### config.mk
export PLATFORM = sky130hd
export DESIGN_NAME = ps2_scancode_rx
export DESIGN_NICKNAME = d
export VERILOG_FILES = /design/src/rtl/kbd_pkg.sv /design/src/rtl/ps2_rx_frame.sv /design/src/rtl/ps2_scancode_rx.sv
export SDC_FILE = /design/constraint.sdc
export NUM_CORES = 1
export LEC_CHECK = 0
export ABC_CLOCK_PERIOD_IN_PS = 2500
export CORE_ASPECT_RATIO = 0.7
export CORE_MARGIN = 2
export CORE_UTILIZATION = 49
export CTS_BUF_LIST = sky130_fd_sc_hd__clkbuf_4 sky130_fd_sc_hd__clkbuf_8
export DETAILED_ROUTE_END_ITERATION = 7
export GPL_ROUTABILITY_DRIVEN = 0
export PLACE_DENSITY = 0.66
export SLEW_MARGIN = 5
export SYNTH_ARGS = -nofsm -noshare
export SYNTH_HDL_FRONTEND = slang
export SYNTH_SLANG_ARGS = --single-unit
### constraint.sdc
create_clock -name i_clk -period 2.5 [get_ports i_clk]
set_input_delay 0.5 -clock i_clk [delete_from_list [all_inputs] [get_ports i_clk]]
set_output_delay 0.5 -clock i_clk [all_outputs]
set_load 0.01 [all_outputs]
### src/rtl/kbd_pkg.sv
// Shared PS/2 keyboard types and scan-code constants.
// Used by ps2_rx_frame, ps2_scancode_rx and keyboard_gamepadX.
package kbd_pkg;

    typedef enum logic [1:0] {
        IDLE,
        DATA,
        PARITY,
        STOP
    } rx_state_t;

    localparam logic [7:0] SC_BREAK = 8'hF0;
    localparam logic [7:0] SC_EXT   = 8'hE0;

    localparam logic [7:0] SC_W = 8'h1D;
    localparam logic [7:0] SC_S = 8'h1B;
    localparam logic [7:0] SC_A = 8'h1C;
    localparam logic [7:0] SC_D = 8'h23;

endpackage

### src/rtl/ps2_rx_frame.sv
// PS/2 deframer: pin synchronizers, clock glitch filter, rx FSM, timeout.
// KBD_PARITY_CHECK_EN enables the odd-parity check on received frames.
module ps2_rx_frame
    import kbd_pkg::*;
#(
    parameter int FILTER_LEN  = 8,
    parameter int TIMEOUT_CYC = 50000
) (
    input  logic       i_clk,
    input  logic       i_rst_n,
    input  logic       i_ps2_clk,
    input  logic       i_ps2_dat,
    output logic [7:0] o_byte,
    output logic       o_byte_done,
    output logic       o_frame_err
);

    localparam int FW = $clog2(FILTER_LEN + 1);
    localparam int TW = $clog2(TIMEOUT_CYC + 1);

    logic [1:0]    clk_sync_q, clk_sync_d;
    logic [1:0]    dat_sync_q, dat_sync_d;
    logic [FW-1:0] flt_cnt_q, flt_cnt_d;
    logic          flt_q, flt_d;
    rx_state_t     state_q, state_d;
    logic [2:0]    bitcnt_q, bitcnt_d;
    logic [7:0]    shreg_q, shreg_d;
    logic [TW-1:0] tmo_q, tmo_d;
    logic          fall;
    logic          dat;
    logic          par_ok;
`ifdef KBD_PARITY_CHECK_EN
    logic          par_q, par_d;
`endif

    assign dat = dat_sync_q[1];

    // Filtered clock flips only after FILTER_LEN samples disagreeing with it.
    always_comb begin
        clk_sync_d = {clk_sync_q[0], i_ps2_clk};
        dat_sync_d = {dat_sync_q[0], i_ps2_dat};
        flt_cnt_d  = '0;
        flt_d      = flt_q;
        if (clk_sync_q[1] != flt_q) begin
            if (flt_cnt_q == FW'(FILTER_LEN - 1)) begin
                flt_d = clk_sync_q[1];
            end else begin
                flt_cnt_d = flt_cnt_q + 1'b1;
            end
        end
        fall = flt_q & ~flt_d;
    end

`ifdef KBD_PARITY_CHECK_EN
    assign par_ok = ^{shreg_q, par_q};
`else
    assign par_ok = 1'b1;
`endif

    always_comb begin
        state_d     = state_q;
        bitcnt_d    = bitcnt_q;
        shreg_d     = shreg_q;
        tmo_d       = tmo_q;
        o_byte_done = 1'b0;
        o_frame_err = 1'b0;
`ifdef KBD_PARITY_CHECK_EN
        par_d       = par_q;
`endif
        if (state_q == IDLE || fall) begin
            tmo_d = '0;
        end else if (tmo_q != TW'(TIMEOUT_CYC)) begin
            tmo_d = tmo_q + 1'b1;
        end
        // A fall takes priority over a timeout expiring in the same cycle.
        if (fall) begin
            unique case (state_q)
                IDLE: begin
                    if (!dat) begin
                        state_d  = DATA;
                        bitcnt_d = '0;
                    end
                end
                DATA: begin
                    shreg_d  = {dat, shreg_q[7:1]};
                    bitcnt_d = bitcnt_q + 3'd1;
                    if (bitcnt_q == 3'd7) begin
                        state_d = PARITY;
                    end
                end
                PARITY: begin
`ifdef KBD_PARITY_CHECK_EN
                    par_d   = dat;
`endif
                    state_d = STOP;
                end
                STOP: begin
                    state_d = IDLE;
                    if (dat && par_ok) begin
                        o_byte_done = 1'b1;
                    end else begin
                        o_frame_err = 1'b1;
                    end
                end
            endcase
        end else if (state_q != IDLE && tmo_q == TW'(TIMEOUT_CYC)) begin
            state_d     = IDLE;
            o_frame_err = 1'b1;
        end
    end

    assign o_byte = shreg_q;

    always_ff @(posedge i_clk or negedge i_rst_n) begin
        if (!i_rst_n) begin
            clk_sync_q <= 2'b11;
            dat_sync_q <= 2'b11;
            flt_cnt_q  <= '0;
            flt_q      <= 1'b1;
            state_q    <= IDLE;
            bitcnt_q   <= '0;
            shreg_q    <= '0;
            tmo_q      <= '0;
`ifdef KBD_PARITY_CHECK_EN
            par_q      <= 1'b0;
`endif
        end else begin
            clk_sync_q <= clk_sync_d;
            dat_sync_q <= dat_sync_d;
            flt_cnt_q  <= flt_cnt_d;
            flt_q      <= flt_d;
            state_q    <= state_d;
            bitcnt_q   <= bitcnt_d;
            shreg_q    <= shreg_d;
            tmo_q      <= tmo_d;
`ifdef KBD_PARITY_CHECK_EN
            par_q      <= par_d;
`endif
        end
    end

endmodule

### src/rtl/ps2_scancode_rx.sv
// PS/2 keyboard front end: strips F0/E0 prefixes, pulses make codes.
// Parity checking is enabled by defining KBD_PARITY_CHECK_EN.
module ps2_scancode_rx
    import kbd_pkg::*;
#(
    parameter int FILTER_LEN  = 8,
    parameter int TIMEOUT_CYC = 50000
) (
    input  logic       i_clk,
    input  logic       i_rst_n,
    input  logic       i_ps2_clk,
    input  logic       i_ps2_dat,
    output logic [7:0] o_key,
    output logic       o_key_ext,
    output logic       o_release,
    output logic [7:0] o_rel_code,
    output logic       o_frame_err
);

    logic [7:0] rx_byte;
    logic       rx_done;
    logic       rx_err;

    logic       brk_q, brk_d;
    logic       ext_q, ext_d;
    logic [7:0] key_q, key_d;
    logic       key_ext_q, key_ext_d;
    logic       rel_q, rel_d;
    logic [7:0] rel_code_q, rel_code_d;
    logic       ferr_q, ferr_d;

    ps2_rx_frame #(
        .FILTER_LEN  (FILTER_LEN),
        .TIMEOUT_CYC (TIMEOUT_CYC)
    ) u_frame (
        .i_clk       (i_clk),
        .i_rst_n     (i_rst_n),
        .i_ps2_clk   (i_ps2_clk),
        .i_ps2_dat   (i_ps2_dat),
        .o_byte      (rx_byte),
        .o_byte_done (rx_done),
        .o_frame_err (rx_err)
    );

    always_comb begin
        brk_d      = brk_q;
        ext_d      = ext_q;
        key_d      = 8'h00;
        key_ext_d  = 1'b0;
        rel_d      = 1'b0;
        rel_code_d = rel_code_q;
        ferr_d     = 1'b0;
        if (rx_err) begin
            ferr_d = 1'b1;
            brk_d  = 1'b0;
            ext_d  = 1'b0;
        end else if (rx_done) begin
            if (rx_byte == SC_BREAK) begin
                brk_d = 1'b1;
            end else if (rx_byte == SC_EXT) begin
                ext_d = 1'b1;
            end else if (brk_q) begin
                rel_d      = 1'b1;
                rel_code_d = rx_byte;
                brk_d      = 1'b0;
                ext_d      = 1'b0;
            end else begin
                key_d     = rx_byte;
                key_ext_d = ext_q;
                ext_d     = 1'b0;
            end
        end
    end

    always_ff @(posedge i_clk or negedge i_rst_n) begin
        if (!i_rst_n) begin
            brk_q      <= 1'b0;
            ext_q      <= 1'b0;
            key_q      <= 8'h00;
            key_ext_q  <= 1'b0;
            rel_q      <= 1'b0;
            rel_code_q <= 8'h00;
            ferr_q     <= 1'b0;
        end else begin
            brk_q      <= brk_d;
            ext_q      <= ext_d;
            key_q      <= key_d;
            key_ext_q  <= key_ext_d;
            rel_q      <= rel_d;
            rel_code_q <= rel_code_d;
            ferr_q     <= ferr_d;
        end
    end

    assign o_key       = key_q;
    assign o_key_ext   = key_ext_q;
    assign o_release   = rel_q;
    assign o_rel_code  = rel_code_q;
    assign o_frame_err = ferr_q;

endmodule

; ---- Yosys cells after proc, flatten, opt, wreduce, memory -nomap -nowiden
; Index checks and enable logic that the tools add are counted.
[word_totals]
inputBits = 4
register_bits = 59
[op_classes]
n_bitwise = 5
n_eq_ne = 15
reduce_logical = 14
addsub = 3
n_mux = 44
[ops]
columns = op, n
row1 = 8-bit two-way mux, 5
row2 = 16-bit two-way mux, 2
row3 = 1-bit two-way mux, 28
row4 = "16-bit by 1-bit adder with 16-bit output, second input constant", 1
row5 = "16-bit == test, second input constant", 1
row6 = "8-bit == test, second input constant", 2
row7 = "16-bit != test, second input constant", 1
row8 = 2-bit nonzero test, 5
row9 = "3-bit != test, second input constant", 3
row10 = 2-bit two-way mux, 4
row11 = 4-bit two-way mux, 2
row12 = 2-bit one-hot mux with 4 select lines, 1
row13 = 3-bit one-hot mux with 2 select lines, 1
row14 = 2-bit AND reduction, 3
row15 = 3-bit AND reduction, 2
row16 = 5-bit AND reduction, 1
row17 = "4-bit by 1-bit adder with 4-bit output, second input constant", 1
row18 = "2-bit == test, second input constant", 2
row19 = "4-bit by 3-bit == test with 1-bit output, second input constant", 1
row20 = "2-bit != test, second input constant", 2
row21 = 1-bit NOT, 4
row22 = "3-bit by 1-bit adder with 3-bit output, second input constant", 1
row23 = "3-bit == test, second input constant", 1
row24 = 3-bit two-way mux, 1
row25 = other kinds (6), 6

; ---- Logic depth before layout (Yosys ltp)
; Gate-level depths: netlist (run 1).
[depth]
word_depth = 8
mapped_depth = 8
depth_no_buf = 6

; ---- By module
; A second synthesis (run 1) with hierarchy kept.
[unflattened]
cells_unflattened = 224
hier_area_um2 = 2673.8
[by_module_without_submodules]
columns = mod, n_inst, cells_per_inst, area_each_um2
row1 = ps2_rx_frame, 1, 168, 1884.3
row2 = ps2_scancode_rx, 1, 56, 789.5

; ---- Worst setup path after synthesis (run 1)
; No wires, ideal clock.
[synth_path]
kind = register to register
startpoint = register u_frame.flt_cnt_q[0]
endpoint = register rel_code_q[0], in the netlist o_rel_code[0]
required_ns = 2.375
arrival_ns = 1.681
n_path_buf = 2
slack_ns = 0.695
synth_period_minus_slack_ns = 1.805
path_stages_with_launch = 8
path_cell_list = dfrtp_1 > ha_1 > and3b_1 > buf_6 > nand3_1 > nor3b_1 > buf_2 > mux2_2
[synth_between]
elab_chain_cells = 8
word_cells_on_any_way = 9
cone_classes = eq/ne: 1 / mux: 4 / bitwise: 3 / reduce/logical: 1
[synth_rtl]
columns = item, line
row1 = "start, declared", ps2_rx_frame.sv:23  ; logic [FW-1:0] flt_cnt_q, flt_cnt_d;
row2 = "start signal, assigned", ps2_rx_frame.sv:130  ; flt_cnt_q <= flt_cnt_d;
row3 = 4-bit by 3-bit == test with 1-bit output *, ps2_rx_frame.sv:45  ; if (flt_cnt_q == FW'(FILTER_LEN - 1)) begin
row4 = 1-bit two-way mux *, ps2_rx_frame.sv:45
row5 = 1-bit two-way mux *, ps2_rx_frame.sv:44  ; if (clk_sync_q[1] != flt_q) begin
row6 = 1-bit NOT *, ps2_rx_frame.sv:51  ; fall = flt_q & ~flt_d;
row7 = 1-bit AND *, ps2_rx_frame.sv:51
row8 = 1-bit two-way mux, ps2_rx_frame.sv:76  ; if (fall) begin
row9 = 1-bit NOT (no source line), n/a
row10 = 5-bit AND reduction (no source line) *, n/a
row11 = "end signal, assigned", ps2_scancode_rx.sv:90  ; rel_code_q <= rel_code_d;
row12 = "end, declared", ps2_scancode_rx.sv:29  ; logic [7:0] rel_code_q, rel_code_d;
; Every way passes the cells marked *; elsewhere a longest branch is shown, timed or not.
; A chain may end at the register's enable or synchronous reset.

; ---- Worst setup path after layout (run 1)
[layout_path]
startpoint = register u_frame.flt_cnt_q[0]
endpoint = register rel_code_q[4], in the netlist o_rel_code[4]
; Same word-level chain as after synthesis.

==> results of run 1 <==
[power by group through the flow]
stage | sequential [mW] | clock, mW | combinational, mW
2_1_floorplan | 1.03 | 0 | 0.0642
3_3_place_gp | 1.03 | 0 | 0.102
3_5_place_dp | 1.03 | 0 | 0.100
4_1_cts | 1.02 | 0.917 | 0.102
5_1_grt | 1.02 | 0.970 | 0.118
6_report | 1.02 | 0.892 | 0.0993
[per-layer routing]
metal	share of wire, %	up-vias	track usage [%]
met3	4.7	6	6.96
met5	0	-	0
met4	0.94	0	6.16
li1	-	859	-
met2	42	34	25.3
met1	53	817	27.1
[cell families after synthesis]
| logic type | share of synthesized area (%) |
|---|---|
| and+or+nand+nor | 18.8 |
| DFF | 55.2 |
| AOI/OAI and AO/OA | 6.62 |
| muxes | 7.83 |
| buffers and inverters | 2.75 |
| xor gates and xnor gates | 4.57 |
| adders and majority gates | 4.20 |
[placed cells by master (no fill, tap or decap), types with 6 or more instances in the layout]
cell | Yosys | layout
dfrtp_1 | 54 | 54
clkdlybuf4s50_1 | 0 | 21
nor2_1 | 19 | 19
mux2_2 | 16 | 16
and2_1 | 12 | 12
xor2_1 | 11 | 11
clkbuf_8 | 0 | 10
nand2_1 | 9 | 9
nand3_1 | 9 | 9
ha_1 | 9 | 9
inv_1 | 7 | 7
nor3_1 | 6 | 6
a21oi_1 | 6 | 6
nand4_1 | 6 | 6
[final timing paths]
| path | endpoint | slack, ps | cells past startpoint |
|---|---|---|---|
| min reg2reg | u_frame.clk_sync_q[1]$_DFF_PN1_ | 360 | 0 |
| max reg2reg | o_rel_code[4]$_DFFE_PN0P_ | 460 | 6 |
| min | u_frame.tmo_q[15]$_DFFE_PN0P_ | 70 | 1 |
| max in group asynchronous | u_frame.clk_sync_q[0]$_DFF_PN1_ | 1810 | 2 |
| max | o_rel_code[4]$_DFFE_PN0P_ | 460 | 6 |
| min in group i_clk | u_frame.clk_sync_q[1]$_DFF_PN1_ | 360 | 0 |
[metrics by stage]
step / power, mW / util (%)
floorplan: 1.09 / -
global placement: 1.13 / 56.6
detailed placement: 1.13 / 56.6
CTS: 2.04 / 60.6
global route: 2.11 / 60.6
finish: 2.01 / 60.6
[area by class of cell]
| type | instances | area [um^2] | share of cell area (%) |
|---|---|---|---|
| well taps | 72 | 90.1 | 2.83 |
| repair buffers | 25 | 250 | 7.86 |
| inverters | 7 | 26.3 | 0.825 |
| clock inverters | 6 | 71.3 | 2.24 |
| flip-flops and latches | 59 | 1480 | 46.5 |
| multi-input cells | 153 | 1130 | 35.4 |
| clock buffers | 10 | 138 | 4.32 |
[flip-flops by register name (all words and copies together) (netlist names)]
| register | cells |
|---|---|
| u_frame.flt_cnt_q | 4 |
| u_frame.tmo_q | 16 |
| u_frame.clk_sync_q | 2 |
| o_key | 8 |
| brk_q | 1 |
| o_frame_err | 1 |
| u_frame.o_byte | 8 |
| ext_q | 1 |
| u_frame.dat_sync_q | 2 |
| o_rel_code | 8 |
| o_key_ext | 1 |
| u_frame.flt_q | 1 |
| o_release | 1 |
| u_frame.bitcnt_q | 3 |
| u_frame.state_q | 2 |
==> results.sh, run 1 <==
export IMPL_synthFlopType="dfrtp_1"
export IMPL_core_area_mm2=0.00526
export IMPL_cts_sinks=59
export IMPL_postRouteAntennaNets=0
export IMPL_cts_tree="built"
export IMPL_net_switching_power_mw=0.477
export IMPL_clock_path_buffers=2
export IMPL_clkTransAtPathRegs_ps=70
export IMPL_io_pins=23
export IMPL_vdd_drop_max_mv=0.469
export IMPL_ctsRootBufferMaster="clkbuf_8"
export IMPL_io_buffers=22
export IMPL_die_y_um=65.9
export IMPL_setup_viol_count_final=0
export IMPL_synthTopCellsByArea="dfrtp_1 50%, mux2_2 6.7%, dfstp_2 4.9%, ha_1 4.2%, xor2_1 3.6%"
export IMPL_nFillCells=431
export IMPL_hold_viol_final=0
export IMPL_start_util_pct=51.0
export IMPL_r2r_start="u_frame.flt_cnt_q[0]$_DFF_PN0_"
export IMPL_crit_path_start="u_frame.flt_cnt_q[0]$_DFF_PN0_"
export IMPL_path_class="reg -> reg"
export IMPL_p_per_area_mw_per_mm2=630
export IMPL_placed_cells=316
export IMPL_routed_wl_um=4660
export IMPL_grt_max_degree=46
export IMPL_p_sw_share_pct=23.7
export IMPL_cts_setup_buffers=0
export IMPL_ys_types=48
export IMPL_synth_cells=227
export IMPL_crit_slowest_cell="dfrtp_1"
export IMPL_diodes=0
export IMPL_finalCritPeriodShare_pct=81.8
export IMPL_critPathMaxStageDelay_ps=380
export IMPL_whs_ps=71.9
export IMPL_die_w_um=92.5
export IMPL_grt_overflow_total=0
export IMPL_status="completed"
export IMPL_synth_edf_count=0
export IMPL_leakagePower_nw=1.43
export IMPL_antenna_found_initial=0
export IMPL_path_max_fanout=9
export IMPL_hp_class="in -> async"
export IMPL_pwr_share_seq_pct=50.6
export IMPL_rows=22
export IMPL_clock_skew_ps=10.1
export IMPL_cp_required_ps=2720
export IMPL_drc_errors=0
export IMPL_syn_area_per_cell_um2=11.8
export IMPL_synth_top_area_share_pct=50.3
export IMPL_place_area_mm2=0.00298
export IMPL_die_area_mm2=0.00609
export IMPL_cts_buffers=9
export IMPL_dr_first_iter_drc_count=97
export IMPL_path_buf_inv=1
export IMPL_period_needed_ps=2040
export IMPL_syn_nets=240
export IMPL_preCtsSetupSlack_ps=447
export IMPL_wl_per_cell_um=14.0
export IMPL_crit_family="simple AND/OR/NAND/NOR gates"
export IMPL_ctsHoldBuffers=0
export IMPL_first_global_vias=1762
export IMPL_yosys_warnings=0
export IMPL_first_pass_iters=5
export IMPL_drive_gt1_share_pct=18.8
export IMPL_final_nets=268
export IMPL_drv_cap=0
export IMPL_hpwl_um=3310
export IMPL_syn_cell_area_mm2=0.00268
export IMPL_ys_ff_latch=59
export IMPL_worstPathArrival_ps=2260
export IMPL_grt_use_total_pct=18.6
export IMPL_synthTopCellsByCount="54 x dfrtp_1, 19 x nor2_1, 16 x mux2_2"
export IMPL_worst_setup_path_start_kind="flop"
export IMPL_ys_seq_area_share_pct=55.2
export IMPL_clock_power_share_pct=44.4
export IMPL_syn_to_final_growth_pct=18.7
export IMPL_max_freq_ghz=0.489
export IMPL_vias=1716
export IMPL_grt_pass1_wl_um=8580
export IMPL_rsz0062_at_grt="no"
export IMPL_tns_ps=0
export IMPL_setup_ws_ps=455
export IMPL_instances_no_fill=332
export IMPL_crit_path_cell_trace="ha_1 -> and3b_1 -> nand3_1 -> nor3b_1 -> buf_4 -> mux2_2"
export IMPL_internal_power_mw=1.53
export IMPL_endpoint_kind="flop"
export IMPL_yosysMostFrequentCell="dfrtp_1"
export IMPL_htreeDepth=3
export IMPL_cts_resized=0
export IMPL_final_cell_area_mm2=0.00319
export IMPL_combPwrFrac_pct=4.9
export IMPL_worst_pin_slew_ps=651
export IMPL_vias_per_cell=5.17
export IMPL_clk_latency_ps=330
export IMPL_drv_slew=0
export IMPL_synth_area_leader_cell="dfrtp_1"
export IMPL_async_flop_share_pct=100
export IMPL_timing_slew_headroom_pct=56.6
(Power assumes the default switching activity.)
==> run 2, diff against run 1 <==
ABC_CLOCK_PERIOD_IN_PS = 1800   (was 2500)
PLACE_DENSITY = 0.69   (was 0.66)
clock period = 1.8 ns   (was 2.5 ns; I/O delays follow)
==> results.sh, run 2 (synthesized netlist as in run 1, its figures left out) <==
export IMPL_tns_ps=0
export IMPL_vias_per_cell=5.10
export IMPL_clk_latency_ps=340
export IMPL_crit_family="simple AND/OR/NAND/NOR gates"
export IMPL_path_max_fanout=5
export IMPL_core_area_mm2=0.00526
export IMPL_hp_class="in -> async"
export IMPL_dr_first_iter_drc_count=138
export IMPL_largest_reg_flops=16
export IMPL_clock_path_buffers=2
export IMPL_wl_per_cell_um=14.0
export IMPL_path_buf_inv=1
export IMPL_die_y_um=65.9
export IMPL_syn_to_final_growth_pct=28.1
export IMPL_io_buffers=22
export IMPL_p_per_area_mw_per_mm2=835
export IMPL_worstPathArrival_ps=1970
export IMPL_crit_slowest_cell="or4b_4"
export IMPL_setup_viol_count_final=0
export IMPL_grt_pass1_wl_um=8000
export IMPL_grt_max_degree=60
export IMPL_cts_sinks=59
export IMPL_rows=22
export IMPL_first_pass_iters=4
export IMPL_hpwl_um=3300
export IMPL_endpoint_kind="flop"
export IMPL_cts_buffers=9
export IMPL_largest_register="u_frame.tmo_q"
export IMPL_timing_slew_headroom_pct=77.8
export IMPL_ctsRootBufferMaster="clkbuf_8"
export IMPL_vdd_drop_max_mv=1.03
export IMPL_cp_required_ps=2030
export IMPL_die_w_um=92.5
export IMPL_grt_use_total_pct=17.9
export IMPL_io_pins=23
export IMPL_layout_common_cells="54 x dfrtp_1, 26 x buf_4, 21 x clkdlybuf4s50_1"
export IMPL_worst_pin_slew_ps=331
export IMPL_antenna_found_initial=0
export IMPL_rsz0062_at_grt="yes"
export IMPL_critPathMaxStageDelay_ps=550
export IMPL_postRouteAntennaNets=0
export IMPL_cts_tree="built"
export IMPL_drive_gt1_share_pct=28.0
export IMPL_routed_wl_um=5000
export IMPL_worst_setup_path_start_kind="flop"
export IMPL_drv_cap=0
export IMPL_crit_path_cell_trace="or4b_4 -> nor4_4 -> buf_4 -> a2bb2oi_2 -> a32o_1"
export IMPL_ctsHoldBuffers=0
export IMPL_period_needed_ps=1740
export IMPL_clock_skew_ps=6.15
export IMPL_clkTransAtPathRegs_ps=70
export IMPL_drv_slew=0
export IMPL_place_area_mm2=0.00315
export IMPL_die_area_mm2=0.00609
export IMPL_max_freq_ghz=0.573
export IMPL_final_nets=294
export IMPL_status="completed"
export IMPL_mostFrequentLayoutCell="dfrtp_1"
export IMPL_vias=1827
export IMPL_hold_viol_final=0
export IMPL_diodes=0
export IMPL_grt_overflow_total=0
export IMPL_finalCritPeriodShare_pct=96.9
export IMPL_htreeDepth=3
export IMPL_start_util_pct=51.0
export IMPL_leakagePower_nw=1.59
export IMPL_final_cell_area_mm2=0.00344
export IMPL_drc_errors=0
export IMPL_path_class="reg -> reg"
export IMPL_first_global_vias=1731
[run 2: changes by cell type in the layout (fill, tap and decap cells not counted), moves of 2 or more]
cell	change
inv_6	-2
clkinv_2	+2
buf_4	+24
clkbuf_4	+2
[run 2: path summary, 6_finish.rpt]
check / slack (ps) / depth (start not counted) / to / from
max: 60 / 5 / brk_q$_DFFE_PN0P_ / u_frame.tmo_q[7]$_DFFE_PN0P_
min: 20 / 2 / u_frame.tmo_q[15]$_DFFE_PN0P_ / i_rst_n
max reg2reg: 60 / 5 / brk_q$_DFFE_PN0P_ / u_frame.tmo_q[7]$_DFFE_PN0P_
min reg2reg: 350 / 0 / u_frame.clk_sync_q[1]$_DFF_PN1_ / u_frame.clk_sync_q[0]$_DFF_PN1_
max in group asynchronous: 1470 / 2 / u_frame.flt_q$_DFF_PN1_ / i_rst_n
min in group i_clk: 350 / 0 / u_frame.clk_sync_q[1]$_DFF_PN1_ / u_frame.clk_sync_q[0]$_DFF_PN1_
[run 2: cell type report]
cell class	instances	area, um^2
Clock buffer	11	139
Clock inverter	5	77.6
Fill cell	406	1820
Inverter	7	26.3
Multi-Input combinational cell	153	1160
Sequential cell	59	1480
Tap cell	72	90.1
Timing Repair Buffer	51	462
[run 2: timing repair]
| item | 4_1_cts | 5_1_grt |
|---|---|---|
| endpoints found under the setup margin | 3 | 15 |
| resized for setup | 0 | 10 |
| pin swaps | 2 | 0 |
| gates cloned | 0 | 1 |
| buffers inserted | 2 | 2 |
[run 2: metrics by stage]
| stage | worst slack [ps] | power, mW | cells | hold WS [ps] | util (%) |
|---|---|---|---|---|---|
| floorplan | 4.56 | 1.52 | 227 | 64.4 | - |
| global placement | -11.6 | 1.58 | 337 | 345 | 59.9 |
| detailed placement | -32.4 | 1.58 | 337 | 347 | 59.9 |
| CTS | 10.2 | 2.90 | 355 | 19.0 | 64.3 |
| global route | -17.3 | 3.01 | 358 | 31.0 | 65.4 |
| finish | 55.7 | 2.87 | 358 | 20.1 | 65.4 |
[run 2: power by group]
part	switching, mW	internal [mW]	leakage, nW
clock network	0.494	0.805	0.110
logic	0.0817	0.0793	0.675
registers	0.0329	1.38	0.805
total	0.608	2.26	1.59
[run 2: layer usage]
layer	global-route usage (%)	vias up	routed length, um
li1	-	909	-
met1	23.7	875	2570
met2	25.0	36	2090
met3	6.96	7	239
met4	10.4	0	97
met5	0	-	0
==> run 3, diff against run 2 <==
CORE_UTILIZATION = 45   (was 49)
PLACE_DENSITY = 0.64   (was 0.69)
==> results.sh, run 3 (synthesized netlist as in run 1, its figures left out) <==
export IMPL_status="completed"
export IMPL_setup_ws_ps=52.6
export IMPL_rows=23
export IMPL_setup_viol_count_final=0
export IMPL_preCtsSetupSlack_ps=-31.6
export IMPL_worstPathArrival_ps=1970
export IMPL_core_area_mm2=0.00576
export IMPL_start_util_pct=46.6
export IMPL_internal_power_mw=2.13
export IMPL_antenna_found_initial=0
export IMPL_wl_per_cell_um=13.9
export IMPL_worst_pin_slew_ps=607
export IMPL_cts_sinks=59
export IMPL_hp_class="reg -> reg"
export IMPL_crit_path_cell_trace="or4b_4 -> nor4_4 -> buf_4 -> a2bb2oi_2 -> a32o_1"
export IMPL_grt_max_degree=31
export IMPL_drc_errors=0
export IMPL_hold_end="u_frame.dat_sync_q[1]$_DFF_PN1_"
export IMPL_die_y_um=68.6
export IMPL_timing_slew_headroom_pct=59.1
export IMPL_first_pass_iters=4
export IMPL_period_needed_ps=1750
export IMPL_vdd_drop_max_mv=0.538
export IMPL_cts_buffers=9
export IMPL_min_delay_start="u_frame.dat_sync_q[0]$_DFF_PN1_"
export IMPL_hpwl_um=3550
export IMPL_p_per_area_mw_per_mm2=802
export IMPL_die_w_um=96.3
export IMPL_clock_path_buffers=2
export IMPL_final_nets=293
export IMPL_htreeDepth=3
export IMPL_clk_latency_ps=330
export IMPL_rsz0062_at_grt="yes"
export IMPL_finalCritPeriodShare_pct=97.1
export IMPL_cts_tree="built"
export IMPL_layout_common_cells="54 x dfrtp_1, 23 x buf_4, 21 x clkdlybuf4s50_1"
export IMPL_clock_skew_ps=5.88
export IMPL_syn_to_final_growth_pct=27.7
export IMPL_drv_cap=0
export IMPL_postRouteAntennaNets=0
export IMPL_cp_required_ps=2020
export IMPL_grt_use_total_pct=17.8
export IMPL_r2r_start="u_frame.tmo_q[12]$_DFFE_PN0P_"
export IMPL_drive_gt1_share_pct=28.1
export IMPL_vias_per_cell=5.04
export IMPL_clkTransAtPathRegs_ps=60
export IMPL_ctsRootBufferMaster="clkbuf_8"
export IMPL_largest_register="u_frame.tmo_q"
export IMPL_net_switching_power_mw=0.615
export IMPL_hold_viol_final=0
export IMPL_path_max_fanout=4
export IMPL_critPathMaxStageDelay_ps=560
export IMPL_rrSetupSlack_ps=50
export IMPL_die_area_mm2=0.00661
export IMPL_path_class="reg -> reg"
export IMPL_endpoint_kind="flop"
export IMPL_pwr_share_seq_pct=51.3
export IMPL_hold_path_depth=0
export IMPL_io_pins=23
export IMPL_clock_power_share_pct=43.1
export IMPL_nFillCells=478
export IMPL_largest_reg_flops=16
export IMPL_first_global_vias=1715
export IMPL_grt_pass1_wl_um=8540
export IMPL_p_sw_share_pct=22.4
export IMPL_crit_slowest_cell="or4b_4"
export IMPL_combPwrFrac_pct=5.6
export IMPL_vias=1815
export IMPL_diodes=0
export IMPL_tns_ps=0
export IMPL_dr_first_iter_drc_count=106
export IMPL_grt_overflow_total=0
export IMPL_rr_worst_depth=5
export IMPL_leakagePower_nw=1.58
export IMPL_mostFrequentLayoutCell="dfrtp_1"
export IMPL_routed_wl_um=5000
export IMPL_max_freq_ghz=0.572
export IMPL_worst_setup_path_start_kind="flop"
export IMPL_io_buffers=22
export IMPL_drv_slew=0
export IMPL_worstReg2RegEnd="brk_q$_DFFE_PN0P_"
run 3: critical path, delay by kind of cell (launching register included):
kind / cells / cell delay, ps
AOI/OAI and AO/OA: 2 / 330
buffers and inverters: 1 / 170
DFF: 1 / 370
and+or+nand+nor: 2 / 770
run 3: metrics by stage:
step,total power [mW],util [%],cell area (um^2),hold WS [ps],cells
3_3_place_gp,1.59,54.6,3140,341,339
5_1_grt,2.87,59.6,3430,353,360
6_report,2.75,59.6,3430,356,360
3_5_place_dp,1.59,54.6,3140,347,339
4_1_cts,2.78,58.4,3360,358,357
2_1_floorplan,1.52,-,2690,64.4,227
run 3: layout make-up:
type / instances / area (um^2) / share of cell area [%]
Clock buffer: 11 / 145 / 4.23
Clock inverter: 5 / 52.6 / 1.53
Inverter: 7 / 26.3 / 0.766
Multi-Input combinational cell: 153 / 1170 / 34.1
Sequential cell: 59 / 1480 / 43.2
Tap cell: 75 / 93.8 / 2.74
Timing Repair Buffer: 50 / 460 / 13.4
run 3: how the worst max path moves through the flow:
stage                              startpoint  depth (start not counted)                       endpoint  slack [ps]
3_3_place_gp    u_frame.tmo_q[12]$_DFFE_PN0P_                          5              brk_q$_DFFE_PN0P_          20
2_1_floorplan   u_frame.tmo_q[12]$_DFFE_PN0P_                          4              brk_q$_DFFE_PN0P_           5
6_report        u_frame.tmo_q[12]$_DFFE_PN0P_                          5              brk_q$_DFFE_PN0P_          50
5_1_grt        u_frame.flt_cnt_q[0]$_DFF_PN0_                          6  u_frame.o_byte[4]$_DFFE_PN0P_         -20
4_1_cts               u_frame.flt_q$_DFF_PN1_                          5             o_key[6]$_DFF_PN0_           5
3_5_place_dp    u_frame.tmo_q[12]$_DFFE_PN0P_                          5              brk_q$_DFFE_PN0P_         -30
run 3: power groups by stage:
stage	logic (mW)	registers, mW	clock network (mW)
2_1_floorplan	0.0892	1.43	0
3_3_place_gp	0.154	1.43	0
3_5_place_dp	0.151	1.43	0
4_1_cts	0.155	1.41	1.21
5_1_grt	0.176	1.42	1.28
6_report	0.153	1.41	1.19
run 3: repair_timing:
item	in CTS	in global routing
pin swaps	2	4
hold endpoints to repair	13	0
hold buffers	1	0
gates resized for setup	1	13
setup buffers	1	3
cloned	0	1
setup endpoints to repair	3	22
run 3: per-layer routing:
layer / vias to the layer above / wire length [um] / share of wire, % / global-route usage, %
li1: 906 / - / - / -
met1: 866 / 2750 / 55 / 26.7
met2: 35 / 1960 / 39 / 23.3
met3: 8 / 209 / 4.2 / 5.87
met4: 0 / 86 / 1.7 / 7.39
met5: - / 0 / 0 / 0
